==> src/rtl/bcd_disp_pkg.sv <==
// Shared constants for the multiplexed BCD display scanner.
// Segment words are active-low, with bit0 = a through bit6 = g.
package bcd_disp_pkg;

    localparam logic [6:0] SEG_BLANK = 7'h7F;
    localparam logic [6:0] SEG_DASH  = 7'h3F;

    localparam int unsigned SEG_A = 0;
    localparam int unsigned SEG_B = 1;
    localparam int unsigned SEG_C = 2;
    localparam int unsigned SEG_D = 3;
    localparam int unsigned SEG_E = 4;
    localparam int unsigned SEG_F = 5;
    localparam int unsigned SEG_G = 6;

    // Entries 0..9 are the decimal digits; A..F are not BCD, so they show a dash.
    localparam logic [6:0] SEG_TABLE [16] = '{
        7'h40, 7'h79, 7'h24, 7'h30, 7'h19, 7'h12, 7'h02, 7'h78,
        7'h00, 7'h10, SEG_DASH, SEG_DASH, SEG_DASH, SEG_DASH, SEG_DASH, SEG_DASH
    };

endpackage

==> src/rtl/bcd_seg_lut.sv <==
// Combinational nibble to active-low seven-segment decode.
module bcd_seg_lut
    import bcd_disp_pkg::*;
(
    input  logic [3:0] nibble,
    output logic [6:0] seg
);

    always_comb begin
        seg = SEG_TABLE[nibble];
    end

endmodule

==> src/rtl/bcd_display_scanner.sv <==
// Time-multiplexed BCD display driver. New values are double-buffered and are
// applied only at a frame wrap, so a frame never mixes digits from two values.
module bcd_display_scanner
    import bcd_disp_pkg::*;
#(
    parameter int unsigned DIGITS   = 4,
    parameter int unsigned SCAN_DIV = 50000
) (
    input  logic                  CLK,
    input  logic                  RST,
    input  logic [4*DIGITS-1:0]   BCD,
    input  logic                  LOAD_VALID,
    output logic                  LOAD_READY,
    input  logic                  BLANK_LZ,
    input  logic                  BLANK,
    output logic [6:0]            HEX,
    output logic [DIGITS-1:0]     AN,
    output logic                  FRAME
);

    localparam int unsigned IDX_W = (DIGITS > 1) ? $clog2(DIGITS) : 1;
    localparam int unsigned CNT_W = $clog2(SCAN_DIV);
    localparam logic [CNT_W-1:0] CNT_LAST = CNT_W'(SCAN_DIV - 1);
    localparam logic [IDX_W-1:0] IDX_LAST = IDX_W'(DIGITS - 1);

    logic [CNT_W-1:0]    cnt;
    logic [IDX_W-1:0]    idx;
    logic [4*DIGITS-1:0] active;
    logic [4*DIGITS-1:0] pending;
    logic                pend_valid;
    logic [6:0]          hex_q;
    logic [DIGITS-1:0]   an_q;
    logic                frame_q;

    logic                cnt_last;
    logic                wrap;
    logic [3:0]          nibble;
    logic [6:0]          seg;
    logic [DIGITS-1:0]   an_sel;
    logic                hi_zero;
    logic                suppress;

    assign cnt_last = (cnt == CNT_LAST);
    assign wrap     = cnt_last && (idx == IDX_LAST);

    // hi_zero: the selected digit and every digit above it are zero.
    always_comb begin
        nibble  = '0;
        an_sel  = '1;
        hi_zero = 1'b1;
        for (int unsigned k = 0; k < DIGITS; k++) begin
            if (idx == IDX_W'(k)) begin
                nibble    = active[4*k +: 4];
                an_sel[k] = 1'b0;
            end
            if ((IDX_W'(k) >= idx) && (active[4*k +: 4] != 4'd0)) begin
                hi_zero = 1'b0;
            end
        end
        suppress = BLANK_LZ && (idx != '0) && hi_zero;
    end

    bcd_seg_lut u_lut (
        .nibble (nibble),
        .seg    (seg)
    );

    always_ff @(posedge CLK) begin
        if (RST) begin
            cnt        <= '0;
            idx        <= '0;
            active     <= '0;
            pending    <= '0;
            pend_valid <= 1'b0;
            hex_q      <= SEG_BLANK;
            an_q       <= '1;
            frame_q    <= 1'b0;
        end else begin
            if (cnt_last) begin
                cnt <= '0;
                idx <= (idx == IDX_LAST) ? '0 : idx + 1'b1;
            end else begin
                cnt <= cnt + 1'b1;
            end

            // pend_valid=0 in a wrap cycle lets that cycle's capture wait a full frame.
            if (pend_valid && wrap) begin
                active     <= pending;
                pend_valid <= 1'b0;
            end else if (LOAD_VALID && !pend_valid) begin
                pending    <= BCD;
                pend_valid <= 1'b1;
            end

            frame_q <= (cnt == '0) && (idx == '0);

            if (BLANK) begin
                hex_q <= SEG_BLANK;
                an_q  <= '1;
            end else begin
                hex_q <= suppress ? SEG_BLANK : seg;
                an_q  <= an_sel;
            end
        end
    end

    assign LOAD_READY = !pend_valid;
    assign HEX        = hex_q;
    assign AN         = an_q;
    assign FRAME      = frame_q;

endmodule

==> config.mk <==
export PLATFORM = sky130hd
export DESIGN_NAME = bcd_display_scanner
export DESIGN_NICKNAME = d
export VERILOG_FILES = /design/src/rtl/bcd_disp_pkg.sv /design/src/rtl/bcd_seg_lut.sv /design/src/rtl/bcd_display_scanner.sv
export SDC_FILE = /design/constraint.sdc
export NUM_CORES = 1
export LEC_CHECK = 0
export ABC_AREA = 1
export BUFFER_PORTS_ARGS = -buffer_cell sky130_fd_sc_hd__buf_4
export CAP_MARGIN = 20
export CORE_MARGIN = 3
export CORE_UTILIZATION = 52
export DETAILED_ROUTE_END_ITERATION = 10
export PLACE_DENSITY = 0.75
export SYNTH_ARGS = -nofsm -noshare
export SYNTH_HDL_FRONTEND = slang
export SYNTH_HIERARCHICAL = 1
export SYNTH_SLANG_ARGS = --single-unit
export TNS_END_PERCENT = 20
==> constraint.sdc <==
create_clock -name CLK -period 1.9 [get_ports CLK]
set_input_delay 0.19 -clock CLK [delete_from_list [all_inputs] [get_ports CLK]]
set_output_delay 0.19 -clock CLK [all_outputs]
set_load 0.01 [all_outputs]
* Word level (Yosys, flattened, before mapping) *
Memory sizes are Yosys's and may differ from the RTL's. A register that Yosys moved wholly into a read port is not among the register bits.
Cells that the tools add are included.

operators by class
  equality and inequality tests = 4
  bitwise gates (word level) = 2
  $lt $le $gt $ge = 4
  add/subtract/negate cells = 2
  shift operators = 0
  multiply operators = 0
  muxes and demuxes = 13
  divide/modulo/power cells = 0
  reductions and logical operators = 23

operators by type and width
  operator                                              count
  adder 16 x 1 -> 16 bit (second input constant)        1
  equality test 16 bit (second input constant)          1
  zero test 16 bit                                      1
  2-to-1 mux 4 bit                                      4
  nonzero test 4 bit                                    4
  logical AND 1 bit                                     10
  2-to-1 mux 1 bit                                      8
  OR reduction 2 bit                                    3
  NOT 4 -> 5 bit                                        1
  equality test 2 bit (second input constant)           2
  >= comparator 1 x 2 -> 1 bit (first input constant)   2
  >= comparator 2 bit (first input constant)            2
  OR reduction 3 bit                                    1
  adder 2 x 1 -> 2 bit (second input constant)          1
  equality test 2 x 1 -> 1 bit (second input constant)  1
  zero test 2 bit                                       1
  2-to-1 mux 2 bit                                      1
  AND reduction 2 bit                                   1
  nonzero test 2 bit                                    1
  zero test 1 bit                                       1
  NOT 1 bit                                             1

storage, ports and cells
  register bits = 56
  output and inout bits = 13
  ROM bits = 112
  memories = 1
  memory bits (writable) = 0
  bits in latches = 0

memory list
  name             words  bits a word  rd ports  clocked after Yosys merged registers in  write ports  line               RTL
  (no name shown)  16     7            1         1                                        0            bcd_seg_lut.sv:10  seg = SEG_TABLE[nibble];

* Longest topological paths before layout *
Gate-level depths: netlist of run 1.

  word-level depth = 8
  mapped depth = 13
  depth with buffers taken out = 13

* Cells and area by module *
The synthesis of run 1 kept the hierarchy.

by module, submodules not included
  module               instances  area each (um2)  cells each
  bcd_display_scanner  1          2869.0           388
  bcd_seg_lut          1          186.4            35

* Least setup slack after synthesis of run 1 *
OpenSTA, ideal clock, no wires.

  path type = register to register
  start point = reg idx[0]
  end point = reg hex_q[3] (netlist: HEX[3])
  period minus slack after synthesis = 2.085 ns
  buffers on the path = 1
  path slack = -0.185 ns
  library setup time = 0.129 ns
  data required time = 1.771 ns
  cell stages (with the launch flop) = 11
  arrival time = 1.956 ns
  cell sequence = dfxtp_1 ha_1 clkbuf_1 a21oi_1 a22oi_1 inv_1 ha_1 nand2_1 nand3_1 nand2_1 nand3b_1

between the ends
  elaborated cells on any way between the ends = 25

RTL lines
  what                                      line                       RTL
  start: declaration                        bcd_display_scanner.sv:27  logic [IDX_W-1:0] idx;
  start signal: assignment                  bcd_display_scanner.sv:81  idx <= (idx == IDX_LAST) ? '0 : idx + 1'b1;
  zero test 2 bit                           bcd_display_scanner.sv:52  if (idx == IDX_W'(k)) begin
  2-to-1 mux 4 bit (3 in series)            bcd_display_scanner.sv:52
  2-to-1 mux 4 bit (*)                      bcd_display_scanner.sv:52
  named net nibble[1]                       bcd_display_scanner.sv:37  logic [3:0] nibble;
  NOT 4 -> 5 bit (not written as such) (*)  bcd_seg_lut.sv:10
  end: declaration                          bcd_display_scanner.sv:31  logic [6:0] hex_q;

Mark *: on every way through the listed nets, which the timed path passes. The rest lies on a longest branch.
A chain may end at the register's enable or synchronous reset.

* Final worst setup path of run 1 *
Same ends and word-level chain as after synthesis.

==> run_summary.xml, run 1 <==
<?xml version="1.0" encoding="UTF-8"?>
<metrics>
  <group name="run_status">
    <metric name="status" unit="">finished, final reports clean</metric>
  </group>
  <group name="logic_synthesis">
    <metric name="synth-compound-area-share" unit="%">10.7</metric>
    <metric name="synth_sequential_area_ratio" unit="%">41.3</metric>
    <metric name="yosys_register_bits" unit="">63</metric>
    <metric name="synth_mux_area_share" unit="%">0</metric>
    <metric name="post_synth_fa_ha_maj_area_fraction" unit="%">4.91</metric>
    <metric name="synth_fp_nets" unit="">456</metric>
    <metric name="synth_area_per_cell" unit="um2">7.22</metric>
    <metric name="ys.warnings.count" unit="">6</metric>
    <metric name="yosys.area_share.simple" unit="%">29.3</metric>
    <metric name="synth_area" unit="um2">3060</metric>
    <metric name="dominant_combinational_cell_family_by_area_after_synthesis" unit="">simple AND/OR/NAND/NOR gates</metric>
    <metric name="number_of_cells_produced_by_synthesis" unit="">423</metric>
    <metric name="parity_gate_share_of_the_synthesized_area_counting_xor_and_xnor_cells" unit="%">1.43</metric>
    <metric name="yosysUniqueCellTypes" unit="">27</metric>
  </group>
  <group name="detailed_routing">
    <metric name="antenna_left" unit="">0</metric>
    <metric name="avgRoutedWirePerCell" unit="um">11.7</metric>
    <metric name="detailroute.via_count" unit="">2698</metric>
    <metric name="drt_first_pass_iters" unit="">4</metric>
    <metric name="routed_wirelength" unit="mm">6.45</metric>
    <metric name="drcViolationCount" unit="">0</metric>
    <metric name="vias_per_cell" unit="">4.90</metric>
    <metric name="drt-initial-drc-count" unit="">127</metric>
  </group>
  <group name="clock_network">
    <metric name="ctsLongestPathBuffers" unit="">2</metric>
    <metric name="cts.htree.levels" unit="">3</metric>
    <metric name="cts_inserted_buffers" unit="">9</metric>
    <metric name="clk-insertion-delay-late" unit="ns">0.34</metric>
    <metric name="cts_hold_repair.buffers" unit="">0</metric>
    <metric name="cts_sinks" unit="">63</metric>
    <metric name="clock_pin_slew_worst_setup_and_hold_paths" unit="ns">0.06</metric>
    <metric name="cts_tree" unit="">yes</metric>
    <metric name="master_cell_of_the_clock_root_buffer" unit="">sky130_fd_sc_hd__clkbuf_8</metric>
  </group>
  <group name="final_layout">
    <metric name="final_cell_count_no_fill" unit="">551</metric>
    <metric name="areaGrowthSynthToFinish" unit="%">25.8</metric>
    <metric name="layout.cells.most_common" unit="">sky130_fd_sc_hd__inv_1</metric>
    <metric name="antenna-diode-count" unit="">0</metric>
    <metric name="final_cell_mix" unit="">72 x sky130_fd_sc_hd__inv_1, 64 x sky130_fd_sc_hd__nand2_1, 61 x sky130_fd_sc_hd__dfxtp_1, 51 x sky130_fd_sc_hd__nor2_1, 51 x sky130_fd_sc_hd__buf_4</metric>
    <metric name="num-nets-final" unit="">507</metric>
    <metric name="drive_gt1_share" unit="%">24.0</metric>
    <metric name="postLayoutCellArea" unit="um2">3840</metric>
  </group>
  <group name="floorplan">
    <metric name="number_of_top_level_design_ports" unit="">34</metric>
    <metric name="row_count" unit="">27</metric>
    <metric name="die-height" unit="um">82.7</metric>
    <metric name="die_area" unit="um2">6830</metric>
    <metric name="effective_utilization_at_floorplan" unit="%">54.5</metric>
    <metric name="die_w" unit="um">82.7</metric>
    <metric name="placeableCoreArea" unit="um2">5610</metric>
  </group>
  <group name="grt">
    <metric name="grt_first_pass_wirelength" unit="mm">10.1</metric>
    <metric name="overflow_left_after_global_routing" unit="">0</metric>
    <metric name="antenna_found_initial" unit="">0</metric>
    <metric name="grt_max_degree" unit="">37</metric>
    <metric name="vias_in_the_first_global_route" unit="">2320</metric>
    <metric name="grt_util_all_layers" unit="%">19.3</metric>
  </group>
  <group name="worst_setup_path">
    <metric name="cpMostUsedCell" unit="">sky130_fd_sc_hd__ha_4</metric>
    <metric name="cells_along_the_critical_path" unit="">buf_6 -&gt; ha_4 -&gt; inv_4 -&gt; o21ai_1 -&gt; o211ai_1 -&gt; a22oi_2 -&gt; inv_2 -&gt; ha_4 -&gt; nand2_4 -&gt; nand3_2 -&gt; nand2_1 -&gt; nand3b_1</metric>
    <metric name="data_arrival_time_of_the_worst_path" unit="ns">2.08</metric>
    <metric name="critPathRequiredTime" unit="ns">2.10</metric>
    <metric name="end_kind" unit="">register</metric>
    <metric name="path_delay_family" unit="">adder cells</metric>
    <metric name="crit_path_start_kind" unit="">register</metric>
    <metric name="critPathSlowestCell" unit="">sky130_fd_sc_hd__dfxtp_4</metric>
    <metric name="critical_path.max_stage_delay" unit="ns">0.38</metric>
    <metric name="path_buf_inv" unit="">3</metric>
    <metric name="critPathKind" unit="">reg -&gt; reg</metric>
    <metric name="worst-path-max-fanout" unit="">8</metric>
  </group>
  <group name="sta">
    <metric name="rsz0062_at_grt" unit="">yes</metric>
    <metric name="worst_pin_slew" unit="ns">0.658</metric>
    <metric name="fmax" unit="GHz">0.531</metric>
    <metric name="layout_setup_ws" unit="ns">0.0165</metric>
    <metric name="timing.final.crit_share" unit="%">99.1</metric>
    <metric name="final.min_clock_period" unit="ns">1.88</metric>
    <metric name="setup_violations" unit="">0</metric>
    <metric name="hold_violations" unit="">0</metric>
    <metric name="max_slew_margin" unit="%">56.0</metric>
    <metric name="slew_viol_final" unit="">0</metric>
    <metric name="hold_ws" unit="ns">0.131</metric>
    <metric name="skew" unit="ns">0.00518</metric>
  </group>
  <group name="min_path">
    <metric name="timing.hold.worst.class" unit="">in -&gt; reg</metric>
  </group>
  <group name="place">
    <metric name="placement.cell_area" unit="um2">3470</metric>
    <metric name="place_congestion" unit="">0.839</metric>
    <metric name="io_buffers" unit="">33</metric>
    <metric name="detailed_place_hpwl" unit="mm">4.37</metric>
    <metric name="placedCellCount" unit="">532</metric>
    <metric name="placement.setup.worst_slack" unit="ns">-0.123</metric>
  </group>
  <group name="run">
    <metric name="max-cap-violations" unit="">0</metric>
  </group>
  <group name="pwr">
    <metric name="power.density_cell_area" unit="nW/um2">744</metric>
    <metric name="irDropWorstVdd" unit="mV">0.597</metric>
    <metric name="power_leakage" unit="nW">1.75</metric>
  </group>
</metrics>
==> registers in the layout, indices dropped and copies added (netlist names) <==
name / flops
cnt: 16
HEX: 7
AN: 4
active: 16
pend_valid: 1
FRAME: 1
pending: 16
idx: 2
==> metal layers <==
layer | vias to the layer above | part of all wire, % | track usage, %
met5 | - | 0 | 0
met4 | 0 | 1.5 | 6.37
met3 | 7 | 4.1 | 5.53
met2 | 54 | 48 | 31.2
met1 | 1199 | 47 | 24.8
li1 | 1438 | - | -
==> cell usage after synthesis, drive strengths merged <==
library cell	count	area (um2)
clkbuf	9	33.8
o21ai	26	134
nand3b	8	60.1
dfxtp	63	1260
nor2	53	223
a22oi	4	30.0
ha	12	150
nand3	18	115
xor2	5	43.8
nor4	1	6.26
clkinv	2	7.51
a31o	1	8.76
a21oi	25	125
nand4	19	119
buf	4	32.5
inv	81	304
nand2	79	322
o211ai	4	30.0
nor3	9	50.1
==> repair_timing <==
action,in CTS,in global routing
endpoints found under the setup margin,7,11
pin swaps,4,11
gates resized for setup,13,26
setup buffers,1,2
==> power by group <==
group	internal (mW)	switching [mW]	leakage [nW]	total (mW)
Sequential	1.36	0.0153	0.516	1.38
Clock	0.810	0.509	0.114	1.32
Combinational	0.0759	0.0896	1.12	0.166
Total	2.25	0.614	1.75	2.86
==> worst reg2reg max path: cells and delay by family (launching register included) <==
family          cells  cell delay [ns]
fa+ha+maj           2             0.43
flops               1             0.38
compound gates      3             0.36
simple gates        4             0.31
buf+inv             3             0.27
==> path summary, 6_finish.rpt <==
kind | depth (start not counted) | start | end | slack, ns
max | 12 | idx[0] | HEX[3] | 0.02
min | 3 | BCD[3] | pending[3] | 0.13
max reg2reg | 12 | idx[0] | HEX[3] | 0.02
min reg2reg | 2 | pending[3] | pending[3] | 0.45
==> kinds of logic (layout without fill, tap and decap cells) <==
kind of cell    count (synthesis)  after routing
compound gates                 60             60
xor+xnor                        5              5
fa+ha+maj                      12             12
buf+inv                        96            152
flops                          63             63
simple gates                  187            187
==> final cells by class <==
| class | count | area, um2 |
|---|---|---|
| inverters | 83 | 327 |
| repair buffers | 53 | 405 |
| flip-flops and latches | 63 | 1270 |
| well taps | 72 | 90.1 |
| clock inverters | 3 | 65.1 |
| clock buffers | 13 | 159 |
| fillers | 477 | 1760 |
| multi-input cells | 264 | 1530 |
==> per-stage QoR <==
step	util (%)	setup TNS [ns]	power [mW]
finish	68.5	0	2.86
global route	68.5	-0.439	2.97
CTS	66.7	0	2.89
detailed placement	61.8	-0.386	1.58
global placement	61.8	0	1.57
floorplan	-	0	1.50
No activity file was read; power rests on OpenSTA's default activity.
==> inputs of run 2 (changes only) <==
--- a/config.mk
+++ b/config.mk
@@ -6,12 +6,13 @@
 export NUM_CORES = 1
 export LEC_CHECK = 0
 export ABC_AREA = 1
-export BUFFER_PORTS_ARGS = -buffer_cell sky130_fd_sc_hd__buf_4
+export BUFFER_PORTS_ARGS = -buffer_cell sky130_fd_sc_hd__buf_2
 export CAP_MARGIN = 20
 export CORE_MARGIN = 3
 export CORE_UTILIZATION = 52
 export DETAILED_ROUTE_END_ITERATION = 10
 export PLACE_DENSITY = 0.75
+export SLEW_MARGIN = 20
 export SYNTH_ARGS = -nofsm -noshare
 export SYNTH_HDL_FRONTEND = slang
 export SYNTH_HIERARCHICAL = 1
==> run_summary.xml, run 2 (synthesized netlist as in run 1, its figures left out) <==
<?xml version="1.0" encoding="UTF-8"?>
<metrics>
  <group name="detailed_routing">
    <metric name="drt-initial-drc-count" unit="">151</metric>
    <metric name="detailroute.via_count" unit="">2679</metric>
    <metric name="antenna_left" unit="">0</metric>
    <metric name="avgRoutedWirePerCell" unit="um">11.4</metric>
    <metric name="drt_first_pass_iters" unit="">4</metric>
    <metric name="drcViolationCount" unit="">0</metric>
    <metric name="vias_per_cell" unit="">4.85</metric>
    <metric name="routed_wirelength" unit="mm">6.31</metric>
  </group>
  <group name="place">
    <metric name="detailed_place_hpwl" unit="mm">4.35</metric>
    <metric name="io_buffers" unit="">33</metric>
    <metric name="place_congestion" unit="">0.859</metric>
    <metric name="placedCellCount" unit="">534</metric>
  </group>
  <group name="final_layout">
    <metric name="layout.cells.most_common" unit="">sky130_fd_sc_hd__inv_1</metric>
    <metric name="num-nets-final" unit="">508</metric>
    <metric name="areaGrowthSynthToFinish" unit="%">23.3</metric>
    <metric name="largestRegisters" unit="">active x16, cnt x16, pending x16</metric>
    <metric name="drive_gt1_share" unit="%">23.5</metric>
    <metric name="post-route-util" unit="%">67.2</metric>
    <metric name="num-fill-cells" unit="">509</metric>
    <metric name="final_cell_mix" unit="">71 x sky130_fd_sc_hd__inv_1, 68 x sky130_fd_sc_hd__nand2_1, 61 x sky130_fd_sc_hd__dfxtp_1, 51 x sky130_fd_sc_hd__nor2_1, 33 x sky130_fd_sc_hd__buf_2</metric>
    <metric name="final_cell_count_no_fill" unit="">552</metric>
    <metric name="antenna-diode-count" unit="">0</metric>
  </group>
  <group name="clock_network">
    <metric name="master_cell_of_the_clock_root_buffer" unit="">sky130_fd_sc_hd__clkbuf_8</metric>
    <metric name="ctsLongestPathBuffers" unit="">2</metric>
    <metric name="cts_hold_repair.buffers" unit="">0</metric>
    <metric name="clock_pin_slew_worst_setup_and_hold_paths" unit="ns">0.06</metric>
    <metric name="cts_tree" unit="">yes</metric>
    <metric name="cts_sinks" unit="">63</metric>
    <metric name="cts_inserted_buffers" unit="">9</metric>
    <metric name="cts.htree.levels" unit="">3</metric>
    <metric name="clk-insertion-delay-late" unit="ns">0.34</metric>
  </group>
  <group name="min_path">
    <metric name="timing.hold.worst.class" unit="">in -&gt; reg</metric>
    <metric name="min_from" unit="">BCD[3]</metric>
    <metric name="hold_path_end" unit="">pending[3]</metric>
    <metric name="holdPathStages" unit="">3</metric>
  </group>
  <group name="sta">
    <metric name="hold_violations" unit="">0</metric>
    <metric name="setup_violations" unit="">0</metric>
    <metric name="skew" unit="ns">0.0105</metric>
    <metric name="rsz0062_at_grt" unit="">yes</metric>
    <metric name="final.min_clock_period" unit="ns">1.86</metric>
    <metric name="fmax" unit="GHz">0.538</metric>
    <metric name="max_slew_margin" unit="%">56.0</metric>
    <metric name="slew_viol_final" unit="">0</metric>
    <metric name="worst_pin_slew" unit="ns">0.658</metric>
    <metric name="timing.final.crit_share" unit="%">97.8</metric>
  </group>
  <group name="worst_setup_path">
    <metric name="worst-path-max-fanout" unit="">5</metric>
    <metric name="critPathSlowestCell" unit="">sky130_fd_sc_hd__dfxtp_4</metric>
    <metric name="worst-r2r-setup-slack" unit="ns">0.04</metric>
    <metric name="cells_along_the_critical_path" unit="">inv_4 -&gt; ha_4 -&gt; inv_4 -&gt; o21ai_1 -&gt; o211ai_1 -&gt; a22oi_2 -&gt; inv_2 -&gt; ha_2 -&gt; inv_1 -&gt; nand2_1 -&gt; nand3_2 -&gt; nand2_1 -&gt; nand3b_1</metric>
    <metric name="cell_count_of_the_worst_reg_to_reg_path" unit="">13</metric>
    <metric name="worst_r2r_endpoint" unit="">HEX[3]</metric>
    <metric name="critPathRequiredTime" unit="ns">2.09</metric>
    <metric name="crit_path_start_kind" unit="">register</metric>
    <metric name="worst_r2r_startpoint" unit="">idx[0]</metric>
    <metric name="critPathKind" unit="">reg -&gt; reg</metric>
    <metric name="end_kind" unit="">register</metric>
    <metric name="critical_path.max_stage_delay" unit="ns">0.37</metric>
    <metric name="data_arrival_time_of_the_worst_path" unit="ns">2.05</metric>
  </group>
  <group name="grt">
    <metric name="grt_max_degree" unit="">36</metric>
    <metric name="grt_first_pass_wirelength" unit="mm">10.3</metric>
    <metric name="antenna_found_initial" unit="">0</metric>
    <metric name="overflow_left_after_global_routing" unit="">0</metric>
    <metric name="grt_util_all_layers" unit="%">19.6</metric>
    <metric name="vias_in_the_first_global_route" unit="">2397</metric>
  </group>
  <group name="floorplan">
    <metric name="number_of_top_level_design_ports" unit="">34</metric>
    <metric name="effective_utilization_at_floorplan" unit="%">54.5</metric>
    <metric name="die-height" unit="um">82.7</metric>
    <metric name="die_w" unit="um">82.7</metric>
    <metric name="die_area" unit="um2">6830</metric>
    <metric name="placeableCoreArea" unit="um2">5610</metric>
    <metric name="row_count" unit="">27</metric>
  </group>
  <group name="pwr">
    <metric name="power.density_cell_area" unit="nW/um2">782</metric>
    <metric name="power" unit="mW">2.94</metric>
    <metric name="p_switching" unit="uW">621</metric>
    <metric name="clkPwrFrac" unit="%">48.2</metric>
    <metric name="comb_power_share" unit="%">5.0</metric>
    <metric name="seq_power_share" unit="%">46.8</metric>
    <metric name="irDropWorstVdd" unit="mV">0.596</metric>
    <metric name="power_leakage" unit="nW">1.72</metric>
    <metric name="internal-power" unit="mW">2.32</metric>
    <metric name="sw_frac_of_total" unit="%">21.1</metric>
  </group>
  <group name="run_status">
    <metric name="status" unit="">finished, final reports clean</metric>
  </group>
  <group name="run">
    <metric name="max-cap-violations" unit="">0</metric>
  </group>
</metrics>
run 2: what timing repair did:
item / in CTS / in global routing
setup buffers: 0 / 2
pin swaps: 2 / 7
gates resized for setup: 10 / 19
setup endpoints to repair: 6 / 7
cloned: 0 / 0
run 2: layer usage:
layer	global-route usage, %	wire [um]
met1	25.0	3000
met2	31.7	2880
met3	4.56	263
met4	8.50	164
met5	0	0
run 2: final cells by class:
cell class                      count  area [um2]  share of cell area, %
Sequential cell                    63        1270                   33.6
Inverter                           83         319                   8.47
Timing Repair Buffer               54         327                   8.67
Tap cell                           72        90.1                   2.39
Clock inverter                      6         108                   2.86
Multi-Input combinational cell    264        1520                   40.4
Clock buffer                       10         138                   3.65
run 2: worst max-delay path, delay by kind of cell, from the launching register on:
family          cells  cell delay, ns
compound gates      3            0.39
fa+ha+maj           2            0.33
buf+inv             4            0.26
flops               1            0.37
simple gates        4            0.35
run 2: power by group through the flow:
stage | clock network [mW] | registers [mW] | logic, mW
after floorplan | 0 | 1.41 | 0.0931
after global placement | 0 | 1.41 | 0.144
after detailed placement | 0 | 1.41 | 0.148
after CTS | 1.45 | 1.38 | 0.149
after global routing | 1.51 | 1.38 | 0.173
final | 1.42 | 1.38 | 0.148
run 2: worst max-delay path by stage:
stage	start	endpoint	slack [ns]	cells past startpoint
final	idx[0]	HEX[3]	0.04	13
after global routing	idx[0]	HEX[3]	-0.08	13
after CTS	idx[0]	HEX[3]	0.0003	12
after detailed placement	idx[1]	HEX[2]	-0.06	12
after global placement	idx[0]	HEX[2]	0.01	12
after floorplan	idx[1]	HEX[3]	0.006	12
run 2: through the flow:
step	worst slack, ns	hold WS (ns)	setup TNS (ns)	instance area, um2
final	0.0421	0.139	0	3770
after global routing	-0.0806	0.144	-0.236	3770
after CTS	0.000336	0.126	0	3650
after detailed placement	-0.0607	0.449	-0.189	3400
after global placement	0.0149	0.441	0	3400
after floorplan	0.00610	0.311	0	3070
==> inputs of run 3 (changes only) <==
--- a/config.mk
+++ b/config.mk
@@ -8,6 +8,7 @@
 export ABC_AREA = 1
 export BUFFER_PORTS_ARGS = -buffer_cell sky130_fd_sc_hd__buf_2
 export CAP_MARGIN = 20
+export CORE_ASPECT_RATIO = 2
 export CORE_MARGIN = 3
 export CORE_UTILIZATION = 52
 export DETAILED_ROUTE_END_ITERATION = 10
==> run_summary.xml, run 3 (synthesized netlist as in run 1, its figures left out) <==
<?xml version="1.0" encoding="UTF-8"?>
<metrics>
  <group name="place">
    <metric name="placement.setup.worst_slack" unit="ns">-0.0955</metric>
    <metric name="io_buffers" unit="">33</metric>
    <metric name="placedCellCount" unit="">526</metric>
    <metric name="place_congestion" unit="">0.860</metric>
    <metric name="detailed_place_hpwl" unit="mm">4.86</metric>
  </group>
  <group name="sta">
    <metric name="rsz0062_at_grt" unit="">yes</metric>
    <metric name="hold_ws" unit="ns">0.125</metric>
    <metric name="hold_violations" unit="">0</metric>
    <metric name="slew_viol_final" unit="">0</metric>
    <metric name="final.min_clock_period" unit="ns">1.88</metric>
    <metric name="timing.setup.tns" unit="ns">0</metric>
    <metric name="skew" unit="ns">0.00799</metric>
    <metric name="timing.final.crit_share" unit="%">99.1</metric>
    <metric name="setup_violations" unit="">0</metric>
    <metric name="worst_pin_slew" unit="ns">0.639</metric>
    <metric name="fmax" unit="GHz">0.531</metric>
    <metric name="layout_setup_ws" unit="ns">0.0176</metric>
    <metric name="max_slew_margin" unit="%">57.3</metric>
  </group>
  <group name="final_layout">
    <metric name="drive_gt1_share" unit="%">23.2</metric>
    <metric name="antenna-diode-count" unit="">0</metric>
    <metric name="largestRegisters" unit="">active x16, cnt x16, pending x16</metric>
    <metric name="final_cell_mix" unit="">72 x sky130_fd_sc_hd__inv_1, 66 x sky130_fd_sc_hd__nand2_1, 61 x sky130_fd_sc_hd__dfxtp_1, 51 x sky130_fd_sc_hd__nor2_1, 33 x sky130_fd_sc_hd__buf_2</metric>
    <metric name="num-nets-final" unit="">512</metric>
    <metric name="layout.cells.most_common" unit="">sky130_fd_sc_hd__inv_1</metric>
    <metric name="final_cell_count_no_fill" unit="">542</metric>
    <metric name="areaGrowthSynthToFinish" unit="%">21.0</metric>
    <metric name="post-route-util" unit="%">66.5</metric>
  </group>
  <group name="clock_network">
    <metric name="cts_inserted_buffers" unit="">9</metric>
    <metric name="cts_tree" unit="">yes</metric>
    <metric name="cts_hold_repair.buffers" unit="">0</metric>
    <metric name="cts.htree.levels" unit="">3</metric>
    <metric name="ctsLongestPathBuffers" unit="">2</metric>
    <metric name="clock_pin_slew_worst_setup_and_hold_paths" unit="ns">0.06</metric>
    <metric name="master_cell_of_the_clock_root_buffer" unit="">sky130_fd_sc_hd__clkbuf_8</metric>
    <metric name="cts_sinks" unit="">63</metric>
    <metric name="clk-insertion-delay-late" unit="ns">0.34</metric>
  </group>
  <group name="floorplan">
    <metric name="effective_utilization_at_floorplan" unit="%">54.9</metric>
    <metric name="number_of_top_level_design_ports" unit="">34</metric>
    <metric name="die-height" unit="um">114</metric>
    <metric name="die_area" unit="um2">6890</metric>
    <metric name="placeableCoreArea" unit="um2">5560</metric>
    <metric name="row_count" unit="">38</metric>
    <metric name="die_w" unit="um">60.2</metric>
  </group>
  <group name="worst_setup_path">
    <metric name="worst_r2r_endpoint" unit="">HEX[0]</metric>
    <metric name="end_kind" unit="">register</metric>
    <metric name="data_arrival_time_of_the_worst_path" unit="ns">2.09</metric>
    <metric name="cell_count_of_the_worst_reg_to_reg_path" unit="">13</metric>
    <metric name="crit_path_start_kind" unit="">register</metric>
    <metric name="worst-path-max-fanout" unit="">4</metric>
    <metric name="worst-r2r-setup-slack" unit="ns">0.02</metric>
    <metric name="critPathKind" unit="">reg -&gt; reg</metric>
    <metric name="worst_r2r_startpoint" unit="">idx[0]</metric>
    <metric name="critPathRequiredTime" unit="ns">2.10</metric>
  </group>
  <group name="pwr">
    <metric name="irDropWorstVdd" unit="mV">0.746</metric>
    <metric name="power.density_cell_area" unit="nW/um2">679</metric>
    <metric name="seq_power_share" unit="%">54.9</metric>
    <metric name="internal-power" unit="mW">1.95</metric>
    <metric name="comb_power_share" unit="%">5.7</metric>
    <metric name="power_leakage" unit="nW">1.69</metric>
    <metric name="p_switching" unit="uW">562</metric>
    <metric name="sw_frac_of_total" unit="%">22.4</metric>
    <metric name="clkPwrFrac" unit="%">39.4</metric>
  </group>
  <group name="run_status">
    <metric name="status" unit="">finished, final reports clean</metric>
  </group>
  <group name="detailed_routing">
    <metric name="avgRoutedWirePerCell" unit="um">12.1</metric>
    <metric name="vias_per_cell" unit="">5.09</metric>
    <metric name="drt-initial-drc-count" unit="">129</metric>
    <metric name="drcViolationCount" unit="">0</metric>
    <metric name="drt_first_pass_iters" unit="">5</metric>
    <metric name="antenna_left" unit="">0</metric>
    <metric name="routed_wirelength" unit="mm">6.54</metric>
    <metric name="detailroute.via_count" unit="">2758</metric>
  </group>
  <group name="min_path">
    <metric name="min_from" unit="">BCD[15]</metric>
    <metric name="holdPathStages" unit="">3</metric>
    <metric name="hold_path_end" unit="">pending[15]</metric>
    <metric name="timing.hold.worst.class" unit="">in -&gt; reg</metric>
  </group>
  <group name="grt">
    <metric name="vias_in_the_first_global_route" unit="">2627</metric>
    <metric name="grt_util_all_layers" unit="%">21.2</metric>
    <metric name="overflow_left_after_global_routing" unit="">0</metric>
    <metric name="grt_first_pass_wirelength" unit="mm">10.9</metric>
    <metric name="antenna_found_initial" unit="">0</metric>
    <metric name="grt_max_degree" unit="">34</metric>
  </group>
  <group name="run">
    <metric name="max-cap-violations" unit="">0</metric>
  </group>
</metrics>
## run 3: cell type report
cell class	instances	area, um2
Inverter	83	324
Multi-Input combinational cell	264	1510
Sequential cell	63	1270
Fill cell	520	1860
Clock buffer	13	159
Timing Repair Buffer	58	357
Clock inverter	1	5.00
Tap cell	60	75.1
## run 3: power groups by stage
stage          sequential (mW)  clock [mW]  combinational (mW)
3_5_place_dp              1.41           0               0.146
2_1_floorplan             1.41           0              0.0931
4_1_cts                   1.38        1.02               0.146
5_1_grt                   1.38        1.09               0.167
3_3_place_gp              1.41           0               0.142
6_report                  1.38       0.989               0.144
## run 3: how the worst max path moves through the flow
| stage | start | end | slack, ns | cells after the start |
|---|---|---|---|---|
| floorplan | idx[1] | HEX[3] | 0.006 | 12 |
| CTS | idx[1] | HEX[3] | 0.0009 | 11 |
| finish | idx[0] | HEX[0] | 0.02 | 13 |
| global route | idx[0] | HEX[2] | -0.12 | 12 |
| global placement | idx[1] | HEX[3] | -0.01 | 12 |
| detailed placement | idx[1] | HEX[3] | -0.1 | 12 |
## run 3: per-layer routing
| layer | global-route usage (%) | vias to the layer above | part of all wire (%) |
|---|---|---|---|
| met4 | 15.5 | 0 | 4.6 |
| met2 | 38.7 | 62 | 56 |
| li1 | - | 1439 | - |
| met1 | 19.1 | 1238 | 35 |
| met3 | 4.40 | 19 | 4.3 |
| met5 | 0 | - | 0 |
## run 3: critical path: stages (launching register included)
cell and delay, ns:
sky130_fd_sc_hd__dfxtp_4 0.37, sky130_fd_sc_hd__inv_4 0.08, sky130_fd_sc_hd__ha_4 0.14, sky130_fd_sc_hd__inv_4 0.04, sky130_fd_sc_hd__o21ai_1 0.13, sky130_fd_sc_hd__o211ai_1 0.13, sky130_fd_sc_hd__a22oi_2 0.17, sky130_fd_sc_hd__inv_2 0.09
sky130_fd_sc_hd__ha_1 0.20, sky130_fd_sc_hd__inv_1 0.07, sky130_fd_sc_hd__nand2_2 0.04, sky130_fd_sc_hd__nand3_1 0.07, sky130_fd_sc_hd__nand2_1 0.04, sky130_fd_sc_hd__nand3b_1 0.15
## run 3: timing repair
item / 4_1_cts / 5_1_grt
gates resized for setup: 14 / 17
endpoints found under the setup margin: 7 / 7
pin swaps: 2 / 8
buffers inserted: 1 / 1
## run 3: through the flow
step,power (mW),instance area (um2)
final,2.51,3700
after global routing,2.63,3700
after CTS,2.55,3620
after detailed placement,1.56,3420
after global placement,1.55,3420
after floorplan,1.50,3070
